`src/rtl/aoi_pkg.sv`:
```
// Shared definitions for the AOI exerciser: sweep FSM states and widths.
package aoi_pkg;

  localparam int unsigned VEC_W          = 4;
  localparam int unsigned ERR_W          = 5;
  localparam int unsigned SETTLE_DEFAULT = 2;

  typedef enum logic [1:0] {
    ST_IDLE,
    ST_SETTLE,
    ST_CHECK,
    ST_DONE
  } state_e;

endpackage

```
`src/rtl/aoi_ref_model.sv`:
```
// Golden combinational model of the 4-input AOI: G = ~((A&B) | (C&D)).
module aoi_ref_model (
  input  logic a,
  input  logic b,
  input  logic c,
  input  logic d,
  output logic exp_e,
  output logic exp_f,
  output logic exp_g
);

  // Expected internal AND nodes and the inverted OR output.
  always_comb begin
    exp_e = a & b;
    exp_f = c & d;
    exp_g = ~(exp_e | exp_f);
  end

endmodule

```
`src/rtl/aoi_exerciser.sv`:
```
// Sweeps all 16 input vectors through an external AOI, holds each for
// SETTLE cycles, then checks the observed E/F/G nodes against a reference.
module aoi_exerciser
  import aoi_pkg::*;
#(
  parameter int unsigned SETTLE = SETTLE_DEFAULT
) (
  input  logic             clk,
  input  logic             rst,
  input  logic             start,
  output logic             a,
  output logic             b,
  output logic             c,
  output logic             d,
  input  logic             e_in,
  input  logic             f_in,
  input  logic             g_in,
  output logic             busy,
  output logic             done,
  output logic             pass,
  output logic [ERR_W-1:0] err_count,
  output logic             fail_valid,
  output logic [VEC_W-1:0] fail_vec
);

  localparam logic [3:0]       SETTLE_LAST = 4'(SETTLE - 1);
  localparam logic [ERR_W-1:0] ERR_MAX     = ERR_W'(16);
  localparam logic [VEC_W-1:0] VEC_LAST    = '1;

  state_e           state_q, state_d;
  logic [VEC_W-1:0] vec_q, vec_d;
  logic [3:0]       cnt_q, cnt_d;
  logic [ERR_W-1:0] err_q, err_d;
  logic             fail_valid_q, fail_valid_d;
  logic [VEC_W-1:0] fail_vec_q, fail_vec_d;
  logic             done_q, done_d;

  logic exp_e, exp_f, exp_g;
  logic vec_fail;

  aoi_ref_model u_ref (
    .a     (vec_q[3]),
    .b     (vec_q[2]),
    .c     (vec_q[1]),
    .d     (vec_q[0]),
    .exp_e (exp_e),
    .exp_f (exp_f),
    .exp_g (exp_g)
  );

  // One failing vector counts once regardless of how many nodes disagree.
  always_comb begin
    vec_fail = (e_in != exp_e) | (f_in != exp_f) | (g_in != exp_g);
  end

  // Next-state and datapath updates for the sweep FSM.
  always_comb begin
    state_d      = state_q;
    vec_d        = vec_q;
    cnt_d        = cnt_q;
    err_d        = err_q;
    fail_valid_d = fail_valid_q;
    fail_vec_d   = fail_vec_q;
    done_d       = done_q;
    case (state_q)
      ST_IDLE, ST_DONE: begin
        if (start) begin
          state_d      = ST_SETTLE;
          vec_d        = '0;
          cnt_d        = '0;
          err_d        = '0;
          fail_valid_d = 1'b0;
          fail_vec_d   = '0;
          done_d       = 1'b0;
        end
      end
      ST_SETTLE: begin
        cnt_d = cnt_q + 4'd1;
        if (cnt_q == SETTLE_LAST) begin
          state_d = ST_CHECK;
        end
      end
      ST_CHECK: begin
        if (vec_fail) begin
          if (err_q != ERR_MAX) begin
            err_d = err_q + ERR_W'(1);
          end
          if (!fail_valid_q) begin
            fail_valid_d = 1'b1;
            fail_vec_d   = vec_q;
          end
        end
        if (vec_q != VEC_LAST) begin
          vec_d   = vec_q + VEC_W'(1);
          cnt_d   = '0;
          state_d = ST_SETTLE;
        end else begin
          state_d = ST_DONE;
          done_d  = 1'b1;
        end
      end
      default: state_d = ST_IDLE;
    endcase
  end

  // State and datapath registers with synchronous reset.
  always_ff @(posedge clk) begin
    if (rst) begin
      state_q      <= ST_IDLE;
      vec_q        <= '0;
      cnt_q        <= '0;
      err_q        <= '0;
      fail_valid_q <= 1'b0;
      fail_vec_q   <= '0;
      done_q       <= 1'b0;
    end else begin
      state_q      <= state_d;
      vec_q        <= vec_d;
      cnt_q        <= cnt_d;
      err_q        <= err_d;
      fail_valid_q <= fail_valid_d;
      fail_vec_q   <= fail_vec_d;
      done_q       <= done_d;
    end
  end

  // Output decode from the registered state.
  always_comb begin
    {a, b, c, d} = vec_q;
    busy         = (state_q == ST_SETTLE) || (state_q == ST_CHECK);
    done         = done_q;
    pass         = done_q && (err_q == '0);
    err_count    = err_q;
    fail_valid   = fail_valid_q;
    fail_vec     = fail_vec_q;
  end

endmodule

```
`config.mk`:
```
export PLATFORM = sky130hd
export DESIGN_NAME = aoi_exerciser
export DESIGN_NICKNAME = d
export VERILOG_FILES = /design/src/rtl/aoi_pkg.sv /design/src/rtl/aoi_ref_model.sv /design/src/rtl/aoi_exerciser.sv
export SDC_FILE = /design/constraint.sdc
export NUM_CORES = 1
export LEC_CHECK = 0
export CORE_UTILIZATION = 56
export DETAILED_ROUTE_END_ITERATION = 6
export GPL_TIMING_DRIVEN = 0
export MAX_ROUTING_LAYER = met4
export PLACE_DENSITY = 0.94
export RECOVER_POWER = 50
export SKIP_CTS_REPAIR_TIMING = 1
export SLEW_MARGIN = 20
export SYNTH_ARGS = -nofsm -noshare
export SYNTH_HDL_FRONTEND = slang
export SYNTH_SLANG_ARGS = --single-unit
```
`constraint.sdc`:
```
create_clock -name clk -period 2.9 [get_ports clk]
set_clock_uncertainty 0.05 [all_clocks]
set_input_delay 0.58 -clock clk [delete_from_list [all_inputs] [get_ports clk]]
set_output_delay 0.58 -clock clk [all_outputs]
set_load 0.005 [all_outputs]
```
==> results.md <==
* Predominant post-synthesis flop cell: dfxtp_1
* Post-synthesis cell count at 147
* Worst Path Required at 2.27 ns
* Number of max-cap violations at 0
* H-tree Lvls at 1
* Flops & latches, synth at 21
* Grt ovf at 0
* First-pass GRT wire length at 4880 um
* Total number of yosys warnings at 0
* Max incr delay on CP at 0.54 ns
* Unrepaired setup endpoints after global routing: false
* Site Rows at 17
* Syn avg cell area at 8.96 um^2
* CP bufs+invs at 2
* Die width at 50.5 um
* Worst Tran Pin Value at 0.860 ns
* Routed wire length at 2940 um
* Flop-to-flop setup slack at 0.52 ns
* Final Cycle Share at 0.919
* Area grow syn2layout at 19.2%
* Final nets at 189
* Min cycle time layout at 2.66 ns
* Clock tree buffer depth at 2
* ANT cells at 0
* Setup CP Type: register to output pin
* EDFF count, synth at 0
* Root Buffer: clkbuf_4
* Max VDD drop at 0.275 mV
* Kind of end point of the critical path: output pin
* Die height at 50.5 um
* Share of post-route cells with drive strength above 1 at 0.0751
* Starting density of the core at 0.596
* GRT Total Usage at 0.261
* Cell family with most CP delay: buffers and inverters
* Synth unique cells at 45
* Vias in the first global route at 1108
* Boundary Pins at 23
* Most frequent cells after synthesis: 21 x dfxtp_1, 15 x nand2_1, 12 x inv_1
* Top sig layer: met4
* Status: finished, final reports clean
* Pre-antenna DRT Iters at 4
* Critical Path AT at 2.03 ns
* DRT met1 WL at 1370 um
* CTS tree: built
* Critical path startpoint category: register
* Vias per cell at 5.77
* Final Hold Fails at 0
* P_leak at 0.609 nW
* DRT antenna net count at 0
* Max-slew violation count at 0
* Fin util at 0.710
* CTS sink cnt at 21
* Routed vias at 1159
* Syn Std Cell Area at 1320 um^2
* Setup_tns at 0 ns
* GP Congestion at 0.902
* Clock transition at the registers of the reported paths at 0.13 ns
* Crit path max-delay cell type: clkdlybuf4s50_1
* Crit-path cells: inv_1 > ha_1 > or3b_4 > nor3b_1 > clkdlybuf4s50_1
* Post-synth ARST share at 0
* Final setup fails at 0
* Die area at 2550 um^2
* Synth top area share at 0.319
* Clk_lat worst skew at 0.32 ns
* Antenna violations before repair at 0
* Wire per inst at 14.6 um
* # DRC at 0
* Seq/Total Area, Yosys at 0.319
* CTS buffer count at 3
* Largest area contributor in the netlist: dfxtp_1
* Largest net degree at the start of global routing at 14
* PortBufs at 22
* DR iter-0 viols at 22
* Metal2 WL at 1430 um
* Power per Cell Area at 409 nW/um^2
* Syn Nets at 162
* Final HPWL DP at 2220 um
* Metal3 WL at 110 um
* Most frequent cell after synthesis: dfxtp_1
* Slew Limit Headroom at 0.423
* Worst-path maximum fanout at 5
* Peak Freq at 375 MHz
* Core Area at 2210 um^2
* Ranking of synthesized cells by area: dfxtp_1 32%, ha_1 8.5%, mux2i_1 5.3%
* Min-Delay Path Class: register to register
## flip-flops by register name (all words and copies together) (netlist names)
register and cells:
fail_vec 4, vec_q 4, cnt_q 4, state_q 2
done 1, fail_valid 1, err_count 5
## path summary, 6_finish.rpt
kind / endpoint / start / cells past startpoint
worst max register to register: fail_vec[0] / state_q[0] / 6
worst max-delay path: pass / err_count[0] / 5
worst min register to register: fail_vec[3] / fail_vec[3] / 2
worst min-delay path: fail_vec[3] / fail_vec[3] / 2
## metal layers
layer / vias up / GRT usage
met5: - / -
met4: 0 / 0.0694
met3: 4 / 0.0394
met2: 24 / 0.436
met1: 555 / 0.327
li1: 576 / -
## final cells by class
cell class                      instances  area (um^2)
Buffer                                  4         40.0
Timing Repair Buffer                   22          220
Multi-Input combinational cell        110          779
Clock buffer                            3         22.5
Sequential cell                        21          420
Fill cell                             176          642
Inverter                               12         45.0
Clock inverter                          1         7.51
Tap cell                               28         35.0
## cell families (layout without fill, tap and decap cells)
family | Yosys count | after routing | share of synthesized area
compound gates | 32 | 32 | 0.201
xor+xnor | 4 | 4 | 0.0266
fa+ha+maj | 9 | 9 | 0.0855
buf+inv | 16 | 42 | 0.0703
flops | 21 | 21 | 0.319
mux | 8 | 8 | 0.0617
simple gates | 57 | 57 | 0.236
## cell usage in the layout (no fill, tap or decap), drive strengths merged, types with 3 or more instances in the layout
| cell | n |
|---|---|
| a21oi | 11 |
| and3 | 3 |
| clkbuf | 6 |
| clkdlybuf4s50 | 11 |
| dfxtp | 21 |
| dlygate4sd3 | 11 |
| ha | 9 |
| inv | 12 |
| mux2i | 7 |
| nand2 | 15 |
| nand2b | 3 |
| nand3 | 10 |
| nor2 | 9 |
| nor3 | 4 |
| o21ai | 5 |
| xnor2 | 4 |
## tightest hold or removal path: cells and delay by family, from the launching register on
kind | cells | cell delay, ns
muxes | 1 | 0.05
DFF | 1 | 0.33
and+or+nand+nor | 1 | 0.05
## power by group
group          leakage, nW  internal [W]  switching, W
sequential           0.170      0.000300     0.0000125
clock               0.0139     0.0000527      0.000102
combinational        0.426     0.0000811     0.0000952
## through the flow
| step | total power [W] | hold slack, ns | cells | setup WS, ns | instance area [um^2] |
|---|---|---|---|---|---|
| 6_report | 0.000643 | 0.420 | 201 | 0.235 | 1570 |
| 5_1_grt | 0.000677 | 0.444 | 201 | 0.156 | 1570 |
| 4_1_cts | 0.000660 | 0.427 | 201 | 0.241 | 1600 |
| 3_5_place_dp | 0.000510 | 0.404 | 197 | 0.604 | 1570 |
| 3_3_place_gp | 0.000502 | 0.396 | 197 | 0.629 | 1570 |
| 2_1_floorplan | 0.000454 | 0.401 | 147 | 1.14 | 1320 |
Note: power is estimated with default switching activity, not from simulation.
